<file path="src/rtl/mips_pkg.sv">
// Shared definitions for the memory arbiter slice.
//
// Contents:
//   owner_t           - tag naming which port owns the read data returning
//                       from the memory in the current cycle.
//   DEF_ADDR_WIDTH    - default word-address width (1024-word memory).
//   DEF_STARVE_LIMIT  - default number of consecutive fetch denials tolerated.
//   DATA_WIDTH        - memory word width.
//   BE_WIDTH          - byte-enable width of one memory word.
package mips_pkg;

   typedef enum logic [1:0] {
      OWN_NONE = 2'd0,
      OWN_IF   = 2'd1,
      OWN_DM   = 2'd2
   } owner_t;

   localparam int DEF_ADDR_WIDTH   = 10;
   localparam int DEF_STARVE_LIMIT = 4;
   localparam int DATA_WIDTH       = 32;
   localparam int BE_WIDTH         = 4;

endpackage

</file>
<file path="src/rtl/mem_arb.sv">
// Two-port arbiter in front of a single-port synchronous memory.
//
// The data port (dm) normally has priority over the instruction-fetch port
// (if). At most one access is issued per cycle. Read data comes back one
// cycle after the grant and is steered to the port recorded in a registered
// owner tag, so back-to-back reads pipeline with no bubble.
//
// Configuration macro:
//   MEM_ARB_STARVE_GUARD_EN - when defined, a counter of consecutive fetch
//                             denials lets fetch win once it reaches
//                             STARVE_LIMIT. When undefined, dm has strict
//                             priority and no counter is built.
//
// Ports:
//   clk        in   sole clock, rising edge
//   rst        in   synchronous reset, active low
//   if_req     in   fetch read request
//   if_addr    in   fetch word address
//   if_gnt     out  fetch granted this cycle
//   if_rvalid  out  fetch read data valid
//   if_rdata   out  fetch read data (0 when if_rvalid is low)
//   dm_req     in   data-port request
//   dm_we      in   data-port write flag
//   dm_be      in   data-port byte enables
//   dm_addr    in   data-port word address
//   dm_wdata   in   data-port write data
//   dm_gnt     out  data port granted this cycle
//   dm_rvalid  out  data-port read data valid
//   dm_rdata   out  data-port read data (0 when dm_rvalid is low)
//   mem_en     out  memory access enable
//   mem_we     out  memory byte write enables (0 for reads)
//   mem_addr   out  memory word address
//   mem_wdata  out  memory write data
//   mem_rdata  in   memory read data, valid the cycle after an enabled read
module mem_arb
   import mips_pkg::*;
#(
   parameter int ADDR_WIDTH   = DEF_ADDR_WIDTH,
   parameter int STARVE_LIMIT = DEF_STARVE_LIMIT
) (
   input  logic                  clk,
   input  logic                  rst,
   input  logic                  if_req,
   input  logic [ADDR_WIDTH-1:0] if_addr,
   output logic                  if_gnt,
   output logic                  if_rvalid,
   output logic [DATA_WIDTH-1:0] if_rdata,
   input  logic                  dm_req,
   input  logic                  dm_we,
   input  logic [BE_WIDTH-1:0]   dm_be,
   input  logic [ADDR_WIDTH-1:0] dm_addr,
   input  logic [DATA_WIDTH-1:0] dm_wdata,
   output logic                  dm_gnt,
   output logic                  dm_rvalid,
   output logic [DATA_WIDTH-1:0] dm_rdata,
   output logic                  mem_en,
   output logic [BE_WIDTH-1:0]   mem_we,
   output logic [ADDR_WIDTH-1:0] mem_addr,
   output logic [DATA_WIDTH-1:0] mem_wdata,
   input  logic [DATA_WIDTH-1:0] mem_rdata
);

   owner_t owner_q;
   owner_t owner_d;
   logic   if_win;
   logic   dm_win;

   if (STARVE_LIMIT < 1) begin : g_bad_starve_limit
      $error("mem_arb: STARVE_LIMIT must be at least 1");
   end

`ifdef MEM_ARB_STARVE_GUARD_EN
   localparam int CNT_W = $clog2(STARVE_LIMIT + 1);

   logic [CNT_W-1:0] starve_cnt;
   logic             force_if;

   assign force_if = (starve_cnt == CNT_W'(STARVE_LIMIT));

   // dm wins ties unless fetch has been refused STARVE_LIMIT times in a row
   always_comb begin
      dm_win = dm_req && !(if_req && force_if);
      if_win = if_req && !dm_win;
   end

   // Counts consecutive cycles fetch asked and was refused; saturates so the
   // override stays armed until fetch is actually granted or withdraws.
   always_ff @(posedge clk) begin
      if (!rst) begin
         starve_cnt <= '0;
      end else if (!if_req || if_gnt) begin
         starve_cnt <= '0;
      end else if (!force_if) begin
         starve_cnt <= starve_cnt + CNT_W'(1);
      end
   end
`else
   always_comb begin
      dm_win = dm_req;
      if_win = if_req && !dm_req;
   end
`endif

   // Grants are suppressed while reset is held, whatever the requests say
   assign if_gnt = rst && if_win;
   assign dm_gnt = rst && dm_win;

   // Memory command and next owner tag. Only reads need an owner; writes
   // complete on the grant cycle and return nothing.
   always_comb begin
      mem_en    = if_gnt || dm_gnt;
      mem_we    = '0;
      mem_addr  = '0;
      mem_wdata = '0;
      owner_d   = OWN_NONE;
      if (dm_gnt) begin
         mem_addr  = dm_addr;
         mem_wdata = dm_wdata;
         if (dm_we) begin
            mem_we = dm_be;
         end else begin
            owner_d = OWN_DM;
         end
      end else if (if_gnt) begin
         mem_addr = if_addr;
         owner_d  = OWN_IF;
      end
   end

   always_ff @(posedge clk) begin
      if (!rst) begin
         owner_q <= OWN_NONE;
      end else begin
         owner_q <= owner_d;
      end
   end

   // Gating with rst drops a read whose grant was issued the cycle before
   // reset asserted, since the owner tag still holds it during that cycle.
   assign if_rvalid = rst && (owner_q == OWN_IF);
   assign dm_rvalid = rst && (owner_q == OWN_DM);
   assign if_rdata  = if_rvalid ? mem_rdata : '0;
   assign dm_rdata  = dm_rvalid ? mem_rdata : '0;

endmodule

</file>
<file path="config.mk">
export PLATFORM = sky130hd
export DESIGN_NAME = mem_arb
export DESIGN_NICKNAME = d
export VERILOG_FILES = /design/src/rtl/mips_pkg.sv /design/src/rtl/mem_arb.sv
export SDC_FILE = /design/constraint.sdc
export NUM_CORES = 1
export LEC_CHECK = 0
export CORE_AREA = 2 2 80 82
export CTS_CLUSTER_DIAMETER = 120
export CTS_CLUSTER_SIZE = 14
export DETAILED_ROUTE_END_ITERATION = 6
export DIE_AREA = 0 0 82 84
export GPL_TIMING_DRIVEN = 0
export HOLD_SLACK_MARGIN = 0.02
export PLACE_DENSITY = 0.77
export SLEW_MARGIN = 20
export SYNTH_ARGS = -nofsm -noshare
export SYNTH_HDL_FRONTEND = slang
export SYNTH_SLANG_ARGS = --single-unit
</file>
<file path="constraint.sdc">
create_clock -name clk -period 1.86 [get_ports clk]
set_clock_uncertainty 0.2 [all_clocks]
set_input_delay 0.279 -clock clk [delete_from_list [all_inputs] [get_ports clk]]
set_output_delay 0.279 -clock clk [all_outputs]
set_load 0.02 [all_outputs]
</file>
# == After elaboration in Yosys (flattened, before gate mapping) ==
# Cells that the tools add are included.
# totals
reg_bits,2
# classes
n_eq_ne,2
n_mux,10
n_reduce_logical,7
# ops
operator,count
32-bit 2-to-1 mux,3
10-bit 2-to-1 mux,2
4-bit 2-to-1 mux,2
1-bit logical AND,5
2-bit 2-to-1 mux,2
"2-bit by 1-bit == test with 1-bit output, second input constant",1
"2-bit == test, second input constant",1
1-bit logical NOT,1
1-bit logical OR,1
1-bit 2-to-1 mux,1

# == Logic depth before layout (Yosys ltp) ==
# logic_depth
word_depth,5
depth_mapped,4
ltp_nobuf,2

# == Least setup slack after synthesis ==
# Ideal clock, no wire load.
# synth_path
path_type,reg2out
startpoint,register owner_q[0]
endpoint,output port dm_rdata[22]
required_ps,1381
path_slack_ps,400
path_stages_with_launch,4
arrival_ps,981
path_cell_list,dfxtp_1 > and3b_4 > buf_6 > and2_1
# synth_via
elab_chain_cells,3
# synth_lines
element,line,rtl
from (decl),mem_arb.sv:63,owner_t owner_q;
from (signal assigned),mem_arb.sv:134,owner_q <= owner_d;
2-bit == test,mem_arb.sv:141,assign dm_rvalid = rst && (owner_q == OWN_DM);
1-bit logical AND,mem_arb.sv:141,
named net dm_rvalid,mem_arb.sv:54,"output logic dm_rvalid,"
32-bit 2-to-1 mux,mem_arb.sv:143,assign dm_rdata = dm_rvalid ? mem_rdata : '0;
to (decl),mem_arb.sv:55,"output logic [DATA_WIDTH-1:0] dm_rdata,"
# The timed path passes the listed nets, and every way through them passes these cells.

# == Final worst setup path ==
# layout_path
startpoint,register owner_q[1]
endpoint,output port if_rdata[6]
# layout_via
elab_chain_cells,3
# layout_lines
element,line,rtl
2-bit by 1-bit == test with 1-bit output,mem_arb.sv:140,assign if_rvalid = rst && (owner_q == OWN_IF);
1-bit logical AND,mem_arb.sv:140,
32-bit 2-to-1 mux,mem_arb.sv:142,assign if_rdata = if_rvalid ? mem_rdata : '0;
to (decl),mem_arb.sv:47,"output logic [DATA_WIDTH-1:0] if_rdata,"
# No other way between the ends.

==> results_dict.tcl <==
set metrics [dict create \
    status "finished, final reports clean" \
    core_area_um2 6100 \
    gp_congestion 0.709 \
    grt_pass1_vias 1698 \
    fin_crit_sh_pct 97.6 \
    grt_max_degree 11 \
    holdCritPathClass "primary input to flop" \
    min_path_cells 4 \
    synthesis.area_um2 968 \
    largest-register "owner_q" \
    yosys.cell_types.count 12 \
    start_util_pct 15.9 \
    ir_worst_vdd_uv 121 \
    largest_reg_flops 2 \
    synth_nets 229 \
    routed_wl_mm 5.51 \
    drive_above_1_share_pct 30.2 \
    track_usage_pct 14.8 \
    syn_area_per_cell_um2 7.12 \
    antenna_found_initial 0 \
    slew_viol_final 0 \
    cp-end-kind "output port" \
    setup_ws_ns 0.0455 \
    rsz0062_at_grt "yes" \
    synth.area.top_cells "and2_1 42%, and3_1 21%, buf_6 10%" \
    die_h_um 84 \
    cts.clk_slew.worst_paths_ns 0.03 \
    hpwl_mm 4.74 \
    timing.final.crit_period_ns 1.81 \
    drc_errors 0 \
    netlist_instances 136 \
    cts_sinks 2 \
    synth_top_area_share_pct 42.0 \
    worstPathArrival_ns 1.34 \
    worstPathRequired_ns 1.38 \
    clk_path_buf_depth 2 \
    yosysTopAreaCell "and2_1" \
    htree_levels 1 \
    syn_to_final_growth_pct 200 \
    die_area_um2 6890 \
    fin_cells 425 \
    max_slew_margin_pct 83.8 \
    num_rows 29 \
    preCtsSetupSlack_ns -0.837 \
    slowest_stage "and3b_4" \
    hold_viol_final 0 \
    fin_util_pct 47.6 \
    numCtsBuffers 3 \
    cts_tree "built" \
    routed_via_density 4.21 \
    gr-total-overflow 0 \
    antenna_cells 0 \
    placed_cells 420 \
    die_x_um 82 \
    synth-seq-cells 2 \
    path_class "flop to output port" \
    cts-root-buf "clkbuf_8" \
    cp-start-kind "flop" \
    portBuffers 207 \
    p_leak_nw 1.66 \
    cp_cell_sequence "and3b_4 > buf_6 > buf_6 > and2_1 > buf_6" \
    holdBufCountCts 0 \
    post-route-cell-area_um2 2900 \
    ios 208 \
    top_regs "owner_q: 2 flops" \
    critPathMaxFanout 10 \
    final_net_count 443 \
    vias 1790 \
    avgRoutedWirePerCell_um 13.0 \
    cap_violations 0 \
    worst_pin_slew_ns 0.244 \
    ys_seq_area_share_pct 4.13 \
    powerDensity_nw_per_um2 243 \
    path_common_cell "buf_6" \
    placed_area_um2 3140 \
    first_pass_iters 4 \
    drt_iter0_markers 15 \
    cpPeakStageDelay_ns 0.35 \
    antenna_left 0 \
    setup_violations 0 \
    grt_pass1_wl_mm 8.14 \
    fmax_mhz 551 \
    ys_warn_count 0 \
]
[Yosys cell counts]
cell type,n
and2_1,65
and3_1,33
a32o_1,10
buf_6,9
clkbuf_1,7
and3_2,3
and2_2,2
and3b_4,2
dfxtp_1,2
and2b_1,1
and2b_4,1
o21a_1,1
[report_power, final]
part | total (mW) | internal, mW | switching [mW]
logic | 0.491 | 0.290 | 0.200
registers | 0.0458 | 0.0450 | 0.000733
clock network | 0.169 | 0.137 | 0.0321
total | 0.705 | 0.472 | 0.233
[stage by stage]
stage | hold WS [ns] | power, mW | TNS (ns)
6_report | 0.528 | 0.705 | 0
5_1_grt | 0.578 | 0.756 | -0.142
4_1_cts | 0.548 | 0.716 | 0
3_5_place_dp | 0.820 | 0.587 | -87.05
3_3_place_gp | 0.813 | 0.580 | -85.52
2_1_floorplan | 0.269 | 0.234 | 0
[per-layer routing]
layer	vias up	global-route usage, %	part of all wire [%]
met5	-	0	0
met4	0	3.64	0.82
met3	4	4.55	13
met2	113	30.0	55
met1	785	13.5	31
li1	888	-	-
[critical path: cells and delay by family, from the launching register on]
kind | cells | cell delay [ns]
buffers and inverters | 3 | 0.34
flip-flops | 1 | 0.29
AND/OR/NAND/NOR | 2 | 0.49
[logic make-up (layout without fill, tap and decap cells)]
group | count (synthesis) | count (layout) | share of synthesized area, %
AND/OR/NAND/NOR | 107 | 107 | 71.6
buffers and inverters | 16 | 228 | 13.2
AO/OA/AOI/OAI | 11 | 11 | 11.1
flip-flops | 2 | 2 | 4.13
[placed cells by master (no fill, tap or decap), drive strengths merged]
cell type	instances
a32o	10
dlygate4sd2	43
clkdlybuf4s50	89
and2b	2
clkbuf	13
and2	67
dfxtp	2
clkdlybuf4s15	7
o21a	1
and3	36
buf	76
and3b	2
[cell type report]
class	count	area [um^2]
Buffer	16	145
Fill cell	635	3190
Tap cell	77	96.3
Clock buffer	3	41.3
Sequential cell	2	40.0
Multi-Input combinational cell	118	818
Timing Repair Buffer	209	1760
[final timing paths]
check                        startpoint               endpoint  slack [ns]
setup / recovery  owner_q[1]$_SDFF_PN0_            if_rdata[6]        0.05
hold / removal                      rst  owner_q[0]$_SDFF_PP0_        0.53
[what timing repair did]
item	4_1_cts	5_1_grt
buffers inserted	1	0
resized for setup	288	80
endpoints found under the setup margin	115	60
pin swaps	0	2
cloned	1	0
(Power assumes the default switching activity.)
